`src/rtl/tx_scheduler_pkg.sv`:
```
// Monitor-protocol constants shared by the transmit scheduler and the opcode encoder:
// fixed packet words, packet source codes and scheduler state codes.
package tx_scheduler_pkg;

   localparam logic [39:0] PKT_POWER_ON  = 40'hC0_0000_0000;
   localparam logic [39:0] PKT_AUDIO_REQ = 40'hC7_0000_0000;

   localparam logic [1:0] SRC_NONE  = 2'd0;
   localparam logic [1:0] SRC_POWER = 2'd1;
   localparam logic [1:0] SRC_AUDIO = 2'd2;
   localparam logic [1:0] SRC_KBD   = 2'd3;

   localparam logic [1:0] ST_IDLE = 2'd0;
   localparam logic [1:0] ST_LOAD = 2'd1;
   localparam logic [1:0] ST_WAIT = 2'd2;

   function automatic logic [39:0] pkt_word(input logic [1:0] src, input logic [39:0] kbd_buf);
      logic [39:0] word;
      case (src)
         SRC_POWER: word = PKT_POWER_ON;
         SRC_AUDIO: word = PKT_AUDIO_REQ;
         SRC_KBD:   word = kbd_buf;
         default:   word = '0;
      endcase
      return word;
   endfunction

endpackage

```
`src/rtl/tx_scheduler_frame_timer.sv`:
```
// Down-counting frame timer: loaded at packet start, flags the last cycle of the frame.
module tx_scheduler_frame_timer #(
   parameter int unsigned WIDTH = 8
) (
   input  logic             mon_clk,
   input  logic             reset,
   input  logic             load,
   input  logic [WIDTH-1:0] load_val,
   input  logic             en,
   output logic             done
);

   logic [WIDTH-1:0] count_q, count_d;

   always_comb begin
      count_d = count_q;
      if (load) begin
         count_d = load_val;
      end else if (en && (count_q != '0)) begin
         count_d = count_q - 1'b1;
      end
   end

   always_ff @(posedge mon_clk) begin
      if (reset) begin
         count_q <= '0;
      end else begin
         count_q <= count_d;
      end
   end

   // Expires on the cycle the count steps down to zero.
   assign done = en & (count_q <= WIDTH'(1));

endmodule

```
`src/rtl/tx_scheduler.sv`:
```
// Transmit scheduler: arbitrates power, audio and keyboard packets onto the monitor
// serial link, starting at most one packet per FRAME_CYCLES.
module tx_scheduler
   import tx_scheduler_pkg::*;
#(
   parameter int unsigned FRAME_CYCLES = 48,
   parameter int unsigned KBD_MAX_SKIP = 2
) (
   input  logic        mon_clk,
   input  logic        reset,
   input  logic        power_on_req,
   input  logic        audio_req,
   input  logic        kbd_valid,
   input  logic [39:0] kbd_data,
   output logic        kbd_ready,
   output logic [39:0] out_data,
   output logic        out_valid,
   output logic [1:0]  out_src,
   output logic        busy
);

   localparam logic [7:0] LoadVal = 8'(FRAME_CYCLES - 2);
   localparam logic [7:0] SkipMax = 8'(KBD_MAX_SKIP);

   logic [1:0]  state_q, state_d;
   logic        pwr_pend_q, pwr_pend_d;
   logic        aud_pend_q, aud_pend_d;
   logic        kbd_full_q, kbd_full_d;
   logic [39:0] kbd_buf_q, kbd_buf_d;
   logic        audio_prev_q;
   logic [7:0]  skip_cnt_q, skip_cnt_d;
   logic [39:0] out_data_q;
   logic [1:0]  out_src_q;
   logic        is_load, kbd_xfer, timer_done;
   logic [1:0]  win_src;
   logic [39:0] win_data;

   assign is_load   = (state_q == ST_LOAD);
   assign kbd_ready = ~kbd_full_q & ~reset;
   assign kbd_xfer  = kbd_valid & kbd_ready;

   // Keyboard jumps ahead of audio once it has lost KBD_MAX_SKIP frames; power always wins.
   always_comb begin
      win_src = SRC_NONE;
      if (pwr_pend_q) begin
         win_src = SRC_POWER;
      end else if (kbd_full_q && ((skip_cnt_q >= SkipMax) || !aud_pend_q)) begin
         win_src = SRC_KBD;
      end else if (aud_pend_q) begin
         win_src = SRC_AUDIO;
      end
   end

   assign win_data = pkt_word(win_src, kbd_buf_q);

   always_comb begin
      pwr_pend_d = power_on_req | (pwr_pend_q & ~(is_load & (win_src == SRC_POWER)));
      aud_pend_d = (audio_req & ~audio_prev_q) | (aud_pend_q & ~(is_load & (win_src == SRC_AUDIO)));
      kbd_full_d = kbd_xfer | (kbd_full_q & ~(is_load & (win_src == SRC_KBD)));
      kbd_buf_d  = kbd_xfer ? kbd_data : kbd_buf_q;

      skip_cnt_d = skip_cnt_q;
      if (!kbd_full_q || (is_load && (win_src == SRC_KBD))) begin
         skip_cnt_d = '0;
      end else if (is_load && (skip_cnt_q < SkipMax)) begin
         skip_cnt_d = skip_cnt_q + 8'd1;
      end

      state_d = state_q;
      unique case (state_q)
         // Requests arriving this cycle count, so a fresh request issues next cycle.
         ST_IDLE: if (pwr_pend_d || aud_pend_d || kbd_full_d) state_d = ST_LOAD;
         ST_LOAD: state_d = ST_WAIT;
         ST_WAIT: if (timer_done) state_d = ST_IDLE;
         default: state_d = ST_IDLE;
      endcase
   end

   always_ff @(posedge mon_clk) begin
      if (reset) begin
         state_q      <= ST_IDLE;
         pwr_pend_q   <= 1'b0;
         aud_pend_q   <= 1'b0;
         kbd_full_q   <= 1'b0;
         kbd_buf_q    <= '0;
         audio_prev_q <= 1'b0;
         skip_cnt_q   <= '0;
         out_data_q   <= '0;
         out_src_q    <= SRC_NONE;
      end else begin
         state_q      <= state_d;
         pwr_pend_q   <= pwr_pend_d;
         aud_pend_q   <= aud_pend_d;
         kbd_full_q   <= kbd_full_d;
         kbd_buf_q    <= kbd_buf_d;
         audio_prev_q <= audio_req;
         skip_cnt_q   <= skip_cnt_d;
         if (is_load) begin
            out_data_q <= win_data;
            out_src_q  <= win_src;
         end
      end
   end

   assign out_valid = is_load;
   assign busy      = (state_q != ST_IDLE);
   assign out_data  = is_load ? win_data : out_data_q;
   assign out_src   = is_load ? win_src : out_src_q;

   tx_scheduler_frame_timer #(
      .WIDTH (8)
   ) u_frame_timer (
      .mon_clk  (mon_clk),
      .reset    (reset),
      .load     (is_load),
      .load_val (LoadVal),
      .en       (state_q == ST_WAIT),
      .done     (timer_done)
   );

endmodule

```
`config.mk`:
```
export PLATFORM = sky130hd
export DESIGN_NAME = tx_scheduler
export DESIGN_NICKNAME = d
export VERILOG_FILES = /design/src/rtl/tx_scheduler_pkg.sv /design/src/rtl/tx_scheduler_frame_timer.sv /design/src/rtl/tx_scheduler.sv
export SDC_FILE = /design/constraint.sdc
export NUM_CORES = 1
export LEC_CHECK = 0
export ABC_CLOCK_PERIOD_IN_PS = 2000
export CORE_MARGIN = 5
export CORE_UTILIZATION = 52
export CTS_BUF_LIST = sky130_fd_sc_hd__clkbuf_8
export CTS_CLUSTER_DIAMETER = 30
export CTS_CLUSTER_SIZE = 8
export DETAILED_ROUTE_END_ITERATION = 10
export GPL_ROUTABILITY_DRIVEN = 1
export GPL_TIMING_DRIVEN = 0
export PLACE_DENSITY = 0.79
export SLEW_MARGIN = 10
export SYNTH_ARGS = -nofsm -noshare
export SYNTH_HDL_FRONTEND = slang
export SYNTH_SLANG_ARGS = --single-unit
export TNS_END_PERCENT = 10
```
`constraint.sdc`:
```
create_clock -name mon_clk -period 2 [get_ports mon_clk]
set_input_delay 0.2 -clock mon_clk [delete_from_list [all_inputs] [get_ports mon_clk]]
set_output_delay 0.2 -clock mon_clk [all_outputs]
set_load 0.02 [all_outputs]
```
# == Yosys cells after proc, flatten, opt, wreduce, memory -nomap -nowiden ==
# Cells that the tools add are included.
# totals
ramBits,0
n_memories,0
in_bits,45
out_inout_bits,45
latch_bits,0
wordCells,70
romBits,0
reg_bits,104
# classes
n_addsub,2
n_lt_le_gt_ge,3
n_bitwise,19
n_eq_ne,7
div_mod_pow,0
mux,11
multipliers,0
n_reduce_logical,17
n_shift,0
# ops
op,count
$pmux W40 S3,1
$mux W40,1
$mux W2,6
$mux W6,2
$and A1 B1 Y1,10
$add A8 B1 Y8 const B,1
$ge A8 B2 Y1 const B,1
$le A8 B1 Y1 const B,1
$lt A8 B2 Y1 const B,1
$reduce_bool A8 Y1,1
$sub A8 B1 Y8 const B,1
$eq A2 B2 Y1 const B,3
$not A1 Y1,6
$pmux W2 S3,1
$eq A2 B1 Y1 const B,2
$logic_and A1 B1 Y1,4
$logic_or A1 B1 Y1,4
$ne A2 B2 Y1 const B,2
$reduce_bool A2 Y1,2
$reduce_or A2 Y1,2
$or A1 B1 Y1,3
$logic_not A1 Y1,2
$logic_not A2 Y1,1
$reduce_and A2 Y1,1

# == Depth between registers and ports, before layout ==
# logic_depth
word_depth,14
mapped_depth,7
ltp_nobuf,6

# == Cells and area by module ==
# A second synthesis with hierarchy kept.
# hier_totals
cells_unflattened,456
area_unflattened_um2,4306.6
# by_module_without_submodules
module,cells_each,area_per_inst_um2,instances,seq_area_each_um2
tx_scheduler,394,3793.6,1,1921.8
tx_scheduler_frame_timer,62,513.0,1,160.2

# == Least setup slack after synthesis ==
# No wires, ideal clock.
# synth_timing
path_kind,reg-to-output
start,register skip_cnt_q[0]
end,output out_data[10]
slack_ns,0.047
required_ns,1.800
path_buffers,1
stages_incl_launch_ff,8
t_arrival_ns,1.753
path_cell_list,dfxtp_1 -> inv_1 -> ha_1 -> nor4_1 -> and3_1 -> nor2_2 -> buf_6 -> a22o_1
# synth_between
elab_chain_len,8
elab_cells_between_ends,10
classes_between,order compare: 1; eq/ne: 3; mux: 4; reduce/logical: 2
# synth_rtl
item,line,rtl
from (decl),tx_scheduler.sv:31,"logic [7:0] skip_cnt_q, skip_cnt_d;"
from (signal assigned),tx_scheduler.sv:97,skip_cnt_q <= skip_cnt_d;
$ge A8 B2 Y1 (*),tx_scheduler.sv:47,end else if (kbd_full_q && ((skip_cnt_q >= SkipMax) || !aud_pend_q)) begin
$logic_or A1 B1 Y1 (*),tx_scheduler.sv:47,
$logic_and A1 B1 Y1 (*),tx_scheduler.sv:47,
$mux W2 (*),tx_scheduler.sv:47,
$mux W2 (*),tx_scheduler.sv:45,if (pwr_pend_q) begin
$eq A2 B2 Y1 / $eq A2 B1 Y1 (equally long branches),tx_scheduler_pkg.sv:19,case (src)
$pmux W40 S3 (*),tx_scheduler_pkg.sv:19,
$mux W40 (*),--,
to (decl),tx_scheduler.sv:16,"output logic [39:0] out_data,"
# Mark *: on every way between the ends. The rest lies on a longest branch, timed or not.

# == Worst setup path after layout ==
# layout_timing
start,register skip_cnt_q[1]
end,output out_data[34]
# Same word-level chain as after synthesis.

==> impl_results.md <==
* Area contributors post-synth: dfxtp_1 (49%), a22o_1 (15%), nand2b_1 (6.8%)
* CTS Buffer Depth at 2
* Met3 Use GR at ~4.1%
* Num Clock Sinks at 104
* Setup tns final at -8.18 ns
* Setup crit end: out_data[34]
* Grt met2 use at about 36%
* First-pass DRT Iterations at 5
* NumNets Final at ~610
* Compound-cell area share of the yosys netlist at 25.4%
* Startpoint types: register
* DPL Wire Length at between 7000 and 8000 µm
* Syn. warnings at 0
* Worst r2r src: u_frame_timer.count_q[0]$_SDFFE_PP0P_
* Synth Area in Simple Gates at a little under a fifth
* Max-cap violations at 0
* Critical Path RT at around 1.8 ns
* Reg2Reg Depth at 6
* Die X at between 100 and 150 µm
* Fmax achieved at 436 MHz
* Setup Skew at roughly 0.013 ns
* Crit path kind: reg2out
* Clk slew on worst S/H paths at around 0.1 ns
* Slew HR at 60.7%
* Mapped Area at ~4200 µm²
* Fin. max-slew vios at 0
* Post-route ant nets at 0
* Fin area at about 5600 µm²
* RSZ-0062 raised after global routing: yes
* Cell Pwr Density at between 700 and 800 nW/µm²
* Cell row count at 32
* Gpl congestion at 0.792
* Starting DRC count in detailed routing at 150
* Ratio of cells with drive above 1 in the final layout at 19.5%
* Fill cells at around 640
* Final Hold Fails at 0
* Worst-Margin Slew at roughly 0.59 ns
* DRC at 0
* Initial antenna violation count at 0
* R2R Path End: u_frame_timer.count_q[3]$_SDFFE_PP0P_
* Drt via density at about 5.6
* Worst-path maximum fanout at 5
* Global route overflow at 0
* Setup violators final at 37
* Total global routing track utilization at between 20% and 30%
* Worst Hold Class: in2reg
* P&R area growth vs syn at 31.5%
* Largest net degree at the start of global routing at 17
* Die ar. at 10000 µm²
* Clock period minus worst slack at 2.30 ns
* DR WL/cell at 16.4 µm
* Cells after synthesis at approximately 450
* First-pass GRT wire length at 17800 µm
* Most common cell in the netlist: dfxtp_1
* Num CTS Buffers at 9
* Post-synth top area share at about half
* Number of global-route vias before repair at 3736
* CORE AREA at about 7800 µm²
* Die Ht at ~100 µm
* Met1 Usage GRT at roughly 29%
* Initial core utilization at between 50% and 60%
* Violated checks: setup timing
* Setup crit start: skip_cnt_q[1]$_SDFFE_PP0P_
* Number of flops mapped to enable cells by yosys at 0
* Status: finished, violations left
* Post-Synth Adder-Cell Area at between 1.5 and 2%
* Synth Area in XOR/XNOR at less than 1%
* Worst vdd ir at approximately 0.00037 V
* Buffers on Ports at 88
* Ys async rst share at 0%
* Setup slack, reg-to-reg at 0.17 ns
* Clk_lat worst skew at 0.36 ns
* Largest family of logic cells by synthesized area: compound AO/OA/AOI/OAI gates
* Vias at approximately 3.7k
* Hold_ws at 0.394 ns
* Pre-CTS WS at -0.718 ns
* Post-synth top cells: dfxtp_1 (104), a22o_1 (70), nand2_1 (49), nand2b_1 (46), o21ai_0 (46)
* Seq/Total Area, Yosys at 49.3%
* I/O pin total at 90
* Antenna cells at 0
* Mapped Nets at between 400 and 500
* WL final at around 11000 µm
* Ys flop type: dfxtp_1
* Leakage at 0.00223 µW
* H-Tree Level Count at 3
* CTS root buf: clkbuf_8
* Tcrit/Tclk final at 115%
* Crit path arrival time at 2.10 ns
* Post-DP Area at between 5000 and 6000 µm²
* Mean post-synth cell area at approximately 9.5 µm²
* Crit. End Element: primary output
* Worst Slack Setup Final at -0.296 ns
* CTS tree: yes
* Flop and latch count out of synthesis at roughly 100
* Gr busiest metal: met2
* Leading area contributor after synthesis: dfxtp_1
* Mux cell area share after synthesis at 0%
* Cell variety after synth at 46
-- worst max-delay path, cell delays in order, from the launching register on --
cell	delay [ns]
dfxtp_4	0.38
ha_4	0.16
nor4_4	0.23
a21boi_0	0.17
nand3b_1	0.25
buf_4	0.20
nand2_1	0.09
clkdlybuf4s15_2	0.27
-- report_power, final --
group,switching [µW],internal (µW),total [µW]
Clock,699,517,1220
Sequential,101,2200,2300
Combinational,479,387,866
Total,1280,3100,4380
-- final cells by class --
cell class              count  area (µm²)  share of cell area [%]
flip-flops and latches    104        2090                    37.6
repair buffers            103         927                    16.7
inverters                   5        18.8                   0.338
well taps                 102         128                    2.30
multi-input cells         304        2050                    36.8
plain buffers              31         161                    2.91
clock buffers              11         151                    2.73
clock inverters             5        32.5                   0.586
-- state kept, by name, summed over array words and instances (netlist names) --
name / count
out_data_q: 40
pwr_pend_q: 1
aud_pend_q: 1
kbd_full_q: 1
u_frame_timer.count_q: 8
skip_cnt_q: 8
kbd_buf_q: 40
out_src_q: 2
audio_prev_q: 1
state_q: 2
-- layer usage --
layer / share of wire (%) / wire (µm) / up-vias
met1: 45 / 4940 / 1805
met2: 47 / 5170 / 120
met5: 0 / 0 / -
met4: 1.2 / 133 / 0
met3: 5.9 / 641 / 13
li1: - / - / 1811
-- worst min path at each step --
stage	end	start	depth (start not counted)	slack [ns]
2_1_floorplan	kbd_buf_q[0]$_SDFFE_PP0P_	kbd_data[0]	2	0.31
3_3_place_gp	out_data_q[27]$_SDFF_PP0_	out_data_q[27]$_SDFF_PP0_	1	0.46
3_5_place_dp	out_data_q[30]$_SDFF_PP0_	out_data_q[30]$_SDFF_PP0_	1	0.46
4_1_cts	kbd_buf_q[14]$_SDFFE_PP0P_	kbd_data[14]	3	0.39
5_1_grt	kbd_buf_q[19]$_SDFFE_PP0P_	kbd_data[19]	3	0.39
6_report	kbd_buf_q[9]$_SDFFE_PP0P_	kbd_data[9]	3	0.39
-- layout by cell type (no fill, tap or decap), types with 14 or more instances in the layout --
master / n
nand2b_1: 45
buf_2: 30
clkbuf_1: 17
a22o_1: 67
dfxtp_1: 100
nand2_1: 48
nor2_1: 14
o21ai_0: 44
clkdlybuf4s50_1: 46
buf_6: 21
-- cell families (layout without fill, tap and decap cells) --
logic type               Yosys count  in the layout
adder cells (fa/ha/maj)            6              6
AND/OR/NAND/NOR                  146            146
XOR/XNOR                           4              4
AO/OA/AOI/OAI                    148            148
flip-flops                       104            104
buffers and inverters             38            155
-- what timing repair did --
item                                    4_1_cts  5_1_grt
hold buffers                                  0        0
gates cloned                                  2        1
gates resized for setup                     204       25
setup buffers                                12        1
pin swaps                                     5        4
endpoints found under the setup margin       82       49
-- stage by stage --
stage / util, % / power (µW) / cells
floorplan: - / 2840 / 446
global placement: 67.0 / 3150 / 636
detailed placement: 67.0 / 3170 / 636
CTS: 70.0 / 4370 / 664
global route: 71.2 / 4570 / 665
finish: 71.2 / 4380 / 665
No activity file was read; power rests on OpenSTA's default activity.
